--- config.mk ---
export PLATFORM = sky130hd
export DESIGN_NAME = ls367_bus_rx
export DESIGN_NICKNAME = d
export VERILOG_FILES = /design/src/rtl/ls367_bus_rx.sv
export SDC_FILE = /design/constraint.sdc
export NUM_CORES = 1
export LEC_CHECK = 0
export BUFFER_PORTS_ARGS = -buffer_cell sky130_fd_sc_hd__buf_4
export CORE_MARGIN = 4
export CORE_UTILIZATION = 51
export DETAILED_ROUTE_END_ITERATION = 16
export GPL_ROUTABILITY_DRIVEN = 0
export GPL_TIMING_DRIVEN = 0
export HOLD_SLACK_MARGIN = 0.12
export PLACE_DENSITY_LB_ADDON = 0.2
export SYNTH_ARGS = -nofsm -noshare
export SYNTH_HDL_FRONTEND = slang
export SYNTH_SLANG_ARGS = --single-unit
--- constraint.sdc ---
create_clock -name clk -period 1.8 [get_ports clk]
set_clock_uncertainty 0.2 [all_clocks]
set_input_delay 0.09 -clock clk [delete_from_list [all_inputs] [get_ports clk]]
set_output_delay 0.09 -clock clk [all_outputs]
set_load 0.005 [all_outputs]
--- src/rtl/ls367_bus_rx.sv ---
// ---------------------------------------------------------------------------
// ls367_bus_rx
//   Receive end of a tri-state board bus driven by ls367 hex buffers: a 4-bit
//   group 1 and a 2-bit group 2, each with its own active-low enable.
//   The bus pins are registered once. After a driver turns on, the block waits
//   for the enable set to stay stable for a settle window. It then captures one
//   6-bit word per drive frame. The word is offered to a consumer with a
//   valid/ack handshake. Bits of an undriven group report PULL_VAL instead of
//   the floating pin value.
//
// Ports
//   clk        in   1      system clock, rising edge
//   rst        in   1      synchronous reset, active-high
//   g1_n       in   1      group 1 driver enable seen on bus (0 = driven)
//   g2_n       in   1      group 2 driver enable seen on bus (0 = driven)
//   y1         in   4      group 1 bus lines
//   y2         in   2      group 2 bus lines
//   rd_ack     in   1      consumer accepts data_q (only while valid=1)
//   data_q     out  6      captured word {y2,y1}
//   valid      out  1      data_q holds an unconsumed word
//   overrun    out  1      sticky: a word was overwritten before ack
//   float_1    out  1      group 1 undriven in captured frame
//   float_2    out  1      group 2 undriven in captured frame
//   abort_cnt  out  CNT_W  saturating count of frames aborted while settling
// ---------------------------------------------------------------------------
module ls367_bus_rx #(
  parameter int   SETTLE_CYC = 2,
  parameter logic PULL_VAL   = 1'b1,
  parameter int   CNT_W      = 8
) (
  input  logic             clk,
  input  logic             rst,
  input  logic             g1_n,
  input  logic             g2_n,
  input  logic [3:0]       y1,
  input  logic [1:0]       y2,
  input  logic             rd_ack,
  output logic [5:0]       data_q,
  output logic             valid,
  output logic             overrun,
  output logic             float_1,
  output logic             float_2,
  output logic [CNT_W-1:0] abort_cnt
);

  // Settle counter only needs to reach SETTLE_CYC-1.
  localparam int SCNT_W = (SETTLE_CYC > 1) ? $clog2(SETTLE_CYC) : 1;
  localparam logic [SCNT_W-1:0] SETTLE_LAST = SCNT_W'(SETTLE_CYC - 1);

  typedef enum logic [1:0] {
    ST_IDLE,
    ST_SETTLE,
    ST_CAPTURE,
    ST_HOLD
  } state_t;

  // Input stage registers
  logic             r_s_g1n;
  logic             r_s_g2n;
  logic [3:0]       r_s_y1;
  logic [1:0]       r_s_y2;

  // FSM and datapath registers
  state_t           r_state,     r_state_next;
  logic [SCNT_W-1:0] r_cnt,      r_cnt_next;
  logic [1:0]       r_mask,      r_mask_next;
  logic [5:0]       r_data_q,    r_data_q_next;
  logic             r_valid,     r_valid_next;
  logic             r_overrun,   r_overrun_next;
  logic             r_float_1,   r_float_1_next;
  logic             r_float_2,   r_float_2_next;
  logic [CNT_W-1:0] r_abort_cnt, r_abort_cnt_next;

  logic             w_en_any;
  logic [1:0]       w_mask;
  logic [5:0]       w_word;

  assign w_en_any = ~r_s_g1n | ~r_s_g2n;
  assign w_mask   = {r_s_g2n, r_s_g1n};
  // Undriven groups report the pull value so that floating pins never reach data_q.
  assign w_word[3:0] = r_s_g1n ? {4{PULL_VAL}} : r_s_y1;
  assign w_word[5:4] = r_s_g2n ? {2{PULL_VAL}} : r_s_y2;

  // Input stage
  always_ff @(posedge clk) begin
    if (rst) begin
      r_s_g1n <= 1'b1;
      r_s_g2n <= 1'b1;
      r_s_y1  <= '0;
      r_s_y2  <= '0;
    end else begin
      r_s_g1n <= g1_n;
      r_s_g2n <= g2_n;
      r_s_y1  <= y1;
      r_s_y2  <= y2;
    end
  end

  // State and datapath registers
  always_ff @(posedge clk) begin
    if (rst) begin
      r_state     <= ST_IDLE;
      r_cnt       <= '0;
      r_mask      <= 2'b11;
      r_data_q    <= {6{PULL_VAL}};
      r_valid     <= 1'b0;
      r_overrun   <= 1'b0;
      r_float_1   <= 1'b1;
      r_float_2   <= 1'b1;
      r_abort_cnt <= '0;
    end else begin
      r_state     <= r_state_next;
      r_cnt       <= r_cnt_next;
      r_mask      <= r_mask_next;
      r_data_q    <= r_data_q_next;
      r_valid     <= r_valid_next;
      r_overrun   <= r_overrun_next;
      r_float_1   <= r_float_1_next;
      r_float_2   <= r_float_2_next;
      r_abort_cnt <= r_abort_cnt_next;
    end
  end

  // Next-state and datapath logic
  always_comb begin
    r_state_next     = r_state;
    r_cnt_next       = r_cnt;
    r_mask_next      = r_mask;
    r_data_q_next    = r_data_q;
    r_valid_next     = r_valid;
    r_overrun_next   = r_overrun;
    r_float_1_next   = r_float_1;
    r_float_2_next   = r_float_2;
    r_abort_cnt_next = r_abort_cnt;

    // Consumer handshake; a capture below takes precedence and re-asserts valid.
    if (r_valid && rd_ack) begin
      r_valid_next = 1'b0;
    end

    case (r_state)
      ST_IDLE: begin
        if (w_en_any) begin
          r_state_next = ST_SETTLE;
          r_cnt_next   = '0;
          r_mask_next  = w_mask;
        end
      end

      ST_SETTLE: begin
        if (!w_en_any) begin
          r_state_next = ST_IDLE;
          if (r_abort_cnt != {CNT_W{1'b1}}) begin
            r_abort_cnt_next = r_abort_cnt + 1'b1;
          end
        end else if (w_mask != r_mask) begin
          // Enable set still moving: restart the settle window.
          r_cnt_next  = '0;
          r_mask_next = w_mask;
        end else if (r_cnt == SETTLE_LAST) begin
          r_state_next = ST_CAPTURE;
        end else begin
          r_cnt_next = r_cnt + 1'b1;
        end
      end

      ST_CAPTURE: begin
        r_data_q_next  = w_word;
        r_float_1_next = r_s_g1n;
        r_float_2_next = r_s_g2n;
        r_valid_next   = 1'b1;
        if (r_valid && !rd_ack) begin
          r_overrun_next = 1'b1;
        end
        r_state_next = ST_HOLD;
      end

      ST_HOLD: begin
        // One capture per frame: wait for the bus to go fully undriven.
        if (!w_en_any) begin
          r_state_next = ST_IDLE;
        end
      end

      default: begin
        r_state_next = ST_IDLE;
      end
    endcase
  end

  assign data_q    = r_data_q;
  assign valid     = r_valid;
  assign overrun   = r_overrun;
  assign float_1   = r_float_1;
  assign float_2   = r_float_2;
  assign abort_cnt = r_abort_cnt;

endmodule

-- After elaboration in Yosys (flattened, before gate mapping)
Cells that the tools add are included.
- add/sub/neg operators: 2
- equality and inequality tests: 11
- multiplexer cells: 19
- bitwise operators: 4
- reductions and logical operators: 11
- operators with widths (operator ; number):
    2-bit 2-to-1 mux ; 9
    8-bit by 1-bit adder with 8-bit output, second input constant ; 1
    2-bit != test, second input constant ; 4
    8-bit != test, second input constant ; 1
    2-bit case mux with 4 select lines ; 1
    4-bit AND reduction ; 2
    1-bit 2-to-1 mux ; 6
    3-bit != test, second input constant ; 2
    3-bit AND reduction ; 2
    2-bit == test, second input constant ; 2
    4-bit 2-to-1 mux ; 1
    2-bit case mux with 2 select lines ; 1
    2-bit nonzero test ; 2
    1-bit NOT ; 3
    2-bit by 1-bit == test with 1-bit output, second input constant ; 1
    1-bit logical AND ; 2
    2-bit logical NOT ; 1
    2-bit != test ; 1
    1-bit case mux with 2 select lines ; 1
    2-bit AND reduction ; 1
    1-bit adder, second input constant ; 1
    1-bit logical NOT ; 1
    1-bit OR ; 1
- register bits: 31
- input port bits: 11
- word-level logic and storage cells: 60

-- Logic depth before layout (Yosys ltp)
Gate-level depths: netlist (run 1).
- depth in word-level cells: 5
- gate-level depth with buffers: 5
- depth with buffers taken out: 5

-- Worst setup path before layout (run 1)
OpenSTA, ideal clock, no wires.
- path type: reg2reg
- start point: register r_abort_cnt[0] (netlist: abort_cnt[0])
- end point: register r_abort_cnt[4] (netlist: abort_cnt[4])
- arrival time: 1.243 ns
- slack: 0.230 ns
- stages on the path, launching flop included: 6
- buffers on the path: 0
- clock period less this slack: 1.570 ns
- cell sequence: dfxtp_1 > ha_1 > nand2_1 > a2111oi_2 > xnor2_1 > nor2_1
- word-level cells in the longest chain between the ends: 2
- elaborated cells on any way between the ends: 3
- classes of those cells: add/sub: 1; eq/ne: 1; reduce/logical: 1
- RTL lines (item ; line ; RTL):
    start, declared ; 72 ; logic [CNT_W-1:0] r_abort_cnt, r_abort_cnt_next;
    start signal, assigned ; 120 ; r_abort_cnt <= r_abort_cnt_next;
    branches (longest 2 deep; another with 8-bit by 1-bit adder with 8-bit output) ; -- ;
Parallel ways; which one is timed is not known.
A chain may end at the register's enable or synchronous reset.

-- Final worst setup path (run 1)
- start point: register r_abort_cnt[1] (netlist: abort_cnt[1])
- end point: register r_abort_cnt[4] (netlist: abort_cnt[4])
Same word-level chain as after synthesis.

==> flow_metrics.env, run 1 <==
export IMPL_status="completed"
export IMPL_place_worst_setup_slack_ns=0.105
export IMPL_firstDrtPassIters=4
export IMPL_ys_warnings_count=0
export IMPL_syn_area_mm2=0.00124
export IMPL_die_h_um=57.3
export IMPL_slew_headroom_pct=67.3
export IMPL_vias=1128
export IMPL_viasPerCell=5.45
export IMPL_synth_ff_type="dfxtp_1"
export IMPL_hold_viol_final=0
export IMPL_synth_top_area_share_pct=50.2
export IMPL_routedWlPerCell_um=14.1
export IMPL_period_share_pct=93.1
export IMPL_synth_nets=145
export IMPL_drive_above_1_share_pct=24.0
export IMPL_worstSetupPathType="register to register"
export IMPL_p_leak_uw=0.000689
export IMPL_p_per_area_mw_per_mm2=740
export IMPL_ioPinCount=29
export IMPL_min_from="float_2$_SDFFE_PP1P_"
export IMPL_path_cells="ha_1, nand2_1, a2111oi_2, xnor2_1, nor2_1"
export IMPL_grt_overflow=0
export IMPL_tns_ns=0
export IMPL_yosysSeqAreaShare_pct=50.2
export IMPL_clk_latency_ns=0.34
export IMPL_cts_setup_buffers=0
export IMPL_drt_iter0_drc=26
export IMPL_async_reset_ff_share_pct=0
export IMPL_drv_cap=0
export IMPL_slew_violations=0
export IMPL_min_path_cells=2
export IMPL_start_util_pct=54.9
export IMPL_drc=0
export IMPL_critPathArrivalTime_ns=1.69
export IMPL_fin_crit_ns=1.68
export IMPL_clock_sinks=31
export IMPL_syn_area_per_cell_um2=9.30
export IMPL_max_stage_delay_ns=0.40
export IMPL_cpMaxStageDelayCell="a2111oi_2"
export IMPL_die_x_um=57.3
export IMPL_yosys_register_bits=31
export IMPL_synth_edff_count=0
export IMPL_hp_class="register to register"
export IMPL_end_kind="register"
export IMPL_cp_data_required_time_ns=1.81
export IMPL_htree_levels=2
export IMPL_path_max_fanout=5
export IMPL_path_buf_inv=0
export IMPL_finalSetupViolations=0
export IMPL_clockBufferDepth=2
export IMPL_cts_tree="built"
export IMPL_antenna_found_initial=0
export IMPL_routed_wl_um=2930
export IMPL_final_nets=190
export IMPL_crit_start="abort_cnt[1]$_SDFFE_PP0P_"
export IMPL_yosysTopAreaCell="dfxtp_1"
export IMPL_cp_depth=5
export IMPL_synth_cell_types=35
export IMPL_cts_clk_slew_worst_paths_ns=0.09
export IMPL_met2_usage_pct=31.3
export IMPL_grt_usage_pct=19.2
export IMPL_cts_root_buf="clkbuf_4"
export IMPL_grt_pass1_vias=1057
export IMPL_dieArea_mm2=0.00328
export IMPL_synth_common_cells="31 x dfxtp_1, 15 x nor2_1, 12 x nor3_1"
export IMPL_reg2reg_depth=5
export IMPL_core_area_mm2=0.00225
export IMPL_post_dp_hpwl_um=1890
export IMPL_rows=17
export IMPL_portBuffers=28
export IMPL_rsz0062_at_grt="no"
export IMPL_met3_usage_pct=5.20
export IMPL_met1_usage_pct=22.1
export IMPL_ir_drop_v=0.000650
export IMPL_antenna_left=0
export IMPL_grt_pass1_wl_um=4760
export IMPL_worstMarginPinSlew_ns=0.490
export IMPL_yosys_top_cells_area="dfxtp_1 50%, nor3_1 4.9%, o21bai_1 4.9%"
export IMPL_critPathTopFamily="compound AO/OA/AOI/OAI gates"
export IMPL_fin_ws_ns=0.124
export IMPL_cts_buffers_inserted=5
export IMPL_antenna_cells=0
export IMPL_grt_busiest_layer="met2"
export IMPL_start_kind="register"
export IMPL_clock_fmax_mhz=597
export IMPL_grt_max_degree=11
export IMPL_netlist_instances=133
export IMPL_area_delta_synth_final_pct=32.3
export IMPL_post_synth_top_count_cell="dfxtp_1"
export IMPL_r2r_start="abort_cnt[1]$_SDFFE_PP0P_"
## timing repair
action,in CTS,in global routing
hold buffers,10,0
endpoints found under the hold margin,16,0
setup endpoints to repair,0,2
gates resized for setup,0,3
## tightest hold or removal path: stages (launching register included)
cell	delay [ns]
dfxtp_1	0.32
nand2_1	0.05
nand3b_1	0.06
## per-layer routing
layer	routed length, um	up-vias
met5	0	-
met4	127	0
met3	138	13
met2	1450	35
met1	1210	523
li1	-	557
## power by group
group | total, uW | internal, uW | switching [uW] | leakage (uW)
combinational | 101 | 56.2 | 45.0 | 0.000405
sequential | 716 | 703 | 13.9 | 0.000254
clock | 393 | 152 | 241 | 0.0000293
## cell usage in the layout, fill, tap and decap left out, types with 3 or more instances in the layout
cell,instances
dfxtp_1,28
buf_4,28
nor2_1,15
nor3_1,12
dlygate4sd3_1,10
nand2_1,9
nor2b_1,8
o21bai_1,8
clkbuf_1,7
a21oi_1,5
clkbuf_4,5
xor2_1,3
nand2b_1,3
a31oi_1,3
dfxtp_2,3
## logic make-up (layout without fill, tap and decap cells)
group / count (synthesis) / after routing / share of synthesized area (%)
xor+xnor: 4 / 4 / 2.83
mux: 1 / 1 / 0.809
compound gates: 27 / 27 / 15.9
buf+inv: 9 / 55 / 2.83
simple gates: 60 / 60 / 26.5
flops: 31 / 31 / 50.2
fa+ha+maj: 1 / 1 / 1.01
## flip-flops by register name (all words and copies together) (netlist names), named ones only
name and count:
r_s_g2n 1, r_s_y1 4, valid 1, float_1 1
float_2 1, abort_cnt 8, r_s_y2 2, r_state 1
r_mask 2, r_s_g1n 1, data_q 6, overrun 1
r_cnt 1
## metrics by stage
stage / power [uW] / instance area, um2 / hold WS (ns) / utilization, % / cells
floorplan: 777 / 1240 / -0.0384 / - / 133
global placement: 807 / 1480 / 0.0789 / 65.8 / 189
detailed placement: 813 / 1480 / 0.0780 / 65.8 / 189
CTS: 1210 / 1630 / 0.283 / 72.4 / 207
global route: 1260 / 1640 / 0.295 / 72.6 / 207
finish: 1210 / 1640 / 0.278 / 72.6 / 207
## path summary, 6_finish.rpt
path              slack (ns)                   endpoint
setup / recovery        0.12  abort_cnt[4]$_SDFFE_PP0P_
hold / removal          0.28       float_2$_SDFFE_PP1P_
setup reg to reg        0.12  abort_cnt[4]$_SDFFE_PP0P_
hold reg to reg         0.28       float_2$_SDFFE_PP1P_
## cell type report
class / count / area (um2)
Fill cell: 191 / 618
Buffer: 7 / 27.5
Multi-Input combinational cell: 93 / 582
Sequential cell: 31 / 624
Clock inverter: 1 / 5.00
Clock buffer: 7 / 45.0
Timing Repair Buffer: 38 / 310
Tap cell: 28 / 35.0
Inverter: 2 / 7.51
(Power assumes the default switching activity.)
==> inputs of run 2 (changes only) <==
--- a/config.mk
+++ b/config.mk
@@ -6,7 +6,7 @@
 export NUM_CORES = 1
 export LEC_CHECK = 0
 export BUFFER_PORTS_ARGS = -buffer_cell sky130_fd_sc_hd__buf_4
-export CORE_MARGIN = 4
+export CORE_MARGIN = 1.5
 export CORE_UTILIZATION = 51
 export DETAILED_ROUTE_END_ITERATION = 16
 export GPL_ROUTABILITY_DRIVEN = 0
==> run 2 against run 1 <==
Global-route usage is 4.9 points higher; highest routed layer unchanged; routed wire length is 0.62% lower; cell count stayed put; die area is 17% lower; core utilization is 2.9 points higher; clock power is 72% higher; flip-flop and latch count stayed put; first-iteration DRC count is 46% lower; count of clock-buffer cells in the layout is 1 lower; non-clock buffer count stayed put; total power is 23% higher; worst setup slack better by 0.0014 ns.
==> flow_metrics.env, run 2 (synthesis gave the netlist of run 1 again) <==
export IMPL_status="completed"
export IMPL_fin_crit_ns=1.67
export IMPL_fin_area_mm2=0.00170
export IMPL_routedWlPerCell_um=14.0
export IMPL_cpMaxStageDelayCell="dfxtp_1"
export IMPL_firstDrtPassIters=4
export IMPL_cts_tree="built"
export IMPL_routed_wl_um=2910
export IMPL_cts_buffers_inserted=5
export IMPL_path_max_fanout=5
export IMPL_critPathArrivalTime_ns=1.68
export IMPL_grt_pass1_vias=1022
export IMPL_max_stage_delay_ns=0.40
export IMPL_rsz0062_at_grt="no"
export IMPL_grt_max_degree=11
export IMPL_ioPinCount=29
export IMPL_path_cells="ha_2, nand2_1, a2111oi_4, xnor2_1, nor2_1"
export IMPL_die_x_um=52.3
export IMPL_worstMarginPinSlew_ns=0.492
export IMPL_cts_setup_buffers=0
export IMPL_hold_viol_final=0
export IMPL_start_util_pct=54.9
export IMPL_dieArea_mm2=0.00273
export IMPL_seq_area_um2=623
export IMPL_vias=1117
export IMPL_cts_root_buf="clkbuf_4"
export IMPL_period_share_pct=93.0
export IMPL_htree_levels=2
export IMPL_drive_above_1_share_pct=24.6
export IMPL_rows=17
export IMPL_worstSetupPathType="register to register"
export IMPL_tns_ns=0
export IMPL_multi_input_area_um2=597
export IMPL_final_common_cell="dfxtp_1"
export IMPL_start_kind="register"
export IMPL_cts_clk_slew_worst_paths_ns=0.11
export IMPL_grt_usage_pct=24.0
export IMPL_hp_class="register to register"
export IMPL_largest_register_ffs=8
export IMPL_clockBufferDepth=2
export IMPL_clock_fmax_mhz=597
export IMPL_drc=0
export IMPL_antenna_cells=0
export IMPL_final_nets=190
export IMPL_grt_overflow=0
export IMPL_antenna_left=0
export IMPL_p_per_area_mw_per_mm2=876
export IMPL_dpl_cell_area_mm2=0.00148
export IMPL_post_dp_hpwl_um=1820
export IMPL_p_leak_uw=0.000709
export IMPL_area_delta_synth_final_pct=37.5
export IMPL_clock_sinks=31
export IMPL_finalSetupViolations=0
export IMPL_grt_pass1_wl_um=4600
export IMPL_die_h_um=52.3
export IMPL_portBuffers=28
export IMPL_fillers=175
export IMPL_slew_violations=0
export IMPL_core_area_mm2=0.00225
export IMPL_path_buf_inv=0
export IMPL_viasPerCell=5.40
export IMPL_clk_latency_ns=0.33
export IMPL_slew_headroom_pct=67.2
export IMPL_final_cell_mix="29 x dfxtp_1, 28 x buf_4, 15 x nor2_1"
export IMPL_critPathTopFamily="flip-flops"
export IMPL_antenna_found_initial=0
export IMPL_ir_drop_v=0.000868
export IMPL_end_kind="register"
export IMPL_cp_data_required_time_ns=1.81
export IMPL_drt_iter0_drc=14
export IMPL_drv_cap=0
[run 2: changes by cell type in the layout (fill, tap and decap cells not counted)]
cell,previous run,this run
bufinv_16,0,2
a2111oi_4,0,1
ha_2,0,1
a2111oi_2,1,0
dfxtp_1,28,29
clkbuf_1,7,6
clkinv_2,1,0
dfxtp_2,3,2
ha_1,1,0
[run 2: what timing repair did]
| action | CTS | global route |
|---|---|---|
| hold buffers | 10 | 0 |
| hold endpoints to repair | 14 | 0 |
| resized for setup | 0 | 4 |
| endpoints found under the setup margin | 0 | 2 |
[run 2: area by class of cell]
cell class                      count  area share [%]
Clock inverter                      2            3.53
Tap cell                           28            2.06
Timing Repair Buffer               38            18.2
Inverter                            2           0.441
Clock buffer                        6            2.43
Multi-Input combinational cell     93            35.1
Buffer                              7            1.62
Sequential cell                    31            36.6
[run 2: per-layer routing]
layer	up-vias	part of all wire [%]	track usage (%)
li1	555	-	-
met1	533	43	28.4
met2	24	51	40.5
met3	5	4.6	7.71
met4	0	1.5	8.97
met5	-	0	0
[run 2: report_power, final]
part	total (uW)	switching, uW	internal, uW	leakage, uW
Combinational	102	45.5	56.3	0.000403
Clock	674	240	434	0.0000525
Sequential	716	13.3	702	0.000254
[run 2: path summary, 6_finish.rpt]
| check | startpoint | end | slack [ns] | depth (start not counted) |
|---|---|---|---|---|
| worst max register to register | abort_cnt[0]$_SDFFE_PP0P_ | abort_cnt[4]$_SDFFE_PP0P_ | 0.13 | 5 |
| worst min-delay path | float_1$_SDFFE_PP1P_ | float_1$_SDFFE_PP1P_ | 0.28 | 2 |
| worst max-delay path | abort_cnt[0]$_SDFFE_PP0P_ | abort_cnt[4]$_SDFFE_PP0P_ | 0.13 | 5 |
| worst min register to register | float_1$_SDFFE_PP1P_ | float_1$_SDFFE_PP1P_ | 0.28 | 2 |
[run 2: stage by stage]
| step | power [uW] | hold slack [ns] | util (%) | cells | setup slack [ns] |
|---|---|---|---|---|---|
| finish | 1490 | 0.278 | 75.5 | 207 | 0.125 |
| global route | 1540 | 0.282 | 75.5 | 207 | 0.0112 |
| CTS | 1500 | 0.271 | 74.7 | 207 | 0.0933 |
| detailed placement | 813 | 0.0773 | 65.8 | 189 | 0.120 |
| global placement | 807 | 0.0789 | 65.8 | 189 | 0.135 |
| floorplan | 777 | -0.0384 | - | 133 | 0.230 |
[run 2: worst register-to-register path, cell delays in order (launching register included)]
cell and delay [ns]:
dfxtp_1 0.40, ha_2 0.24, nand2_1 0.14, a2111oi_4 0.36
xnor2_1 0.16, nor2_1 0.05
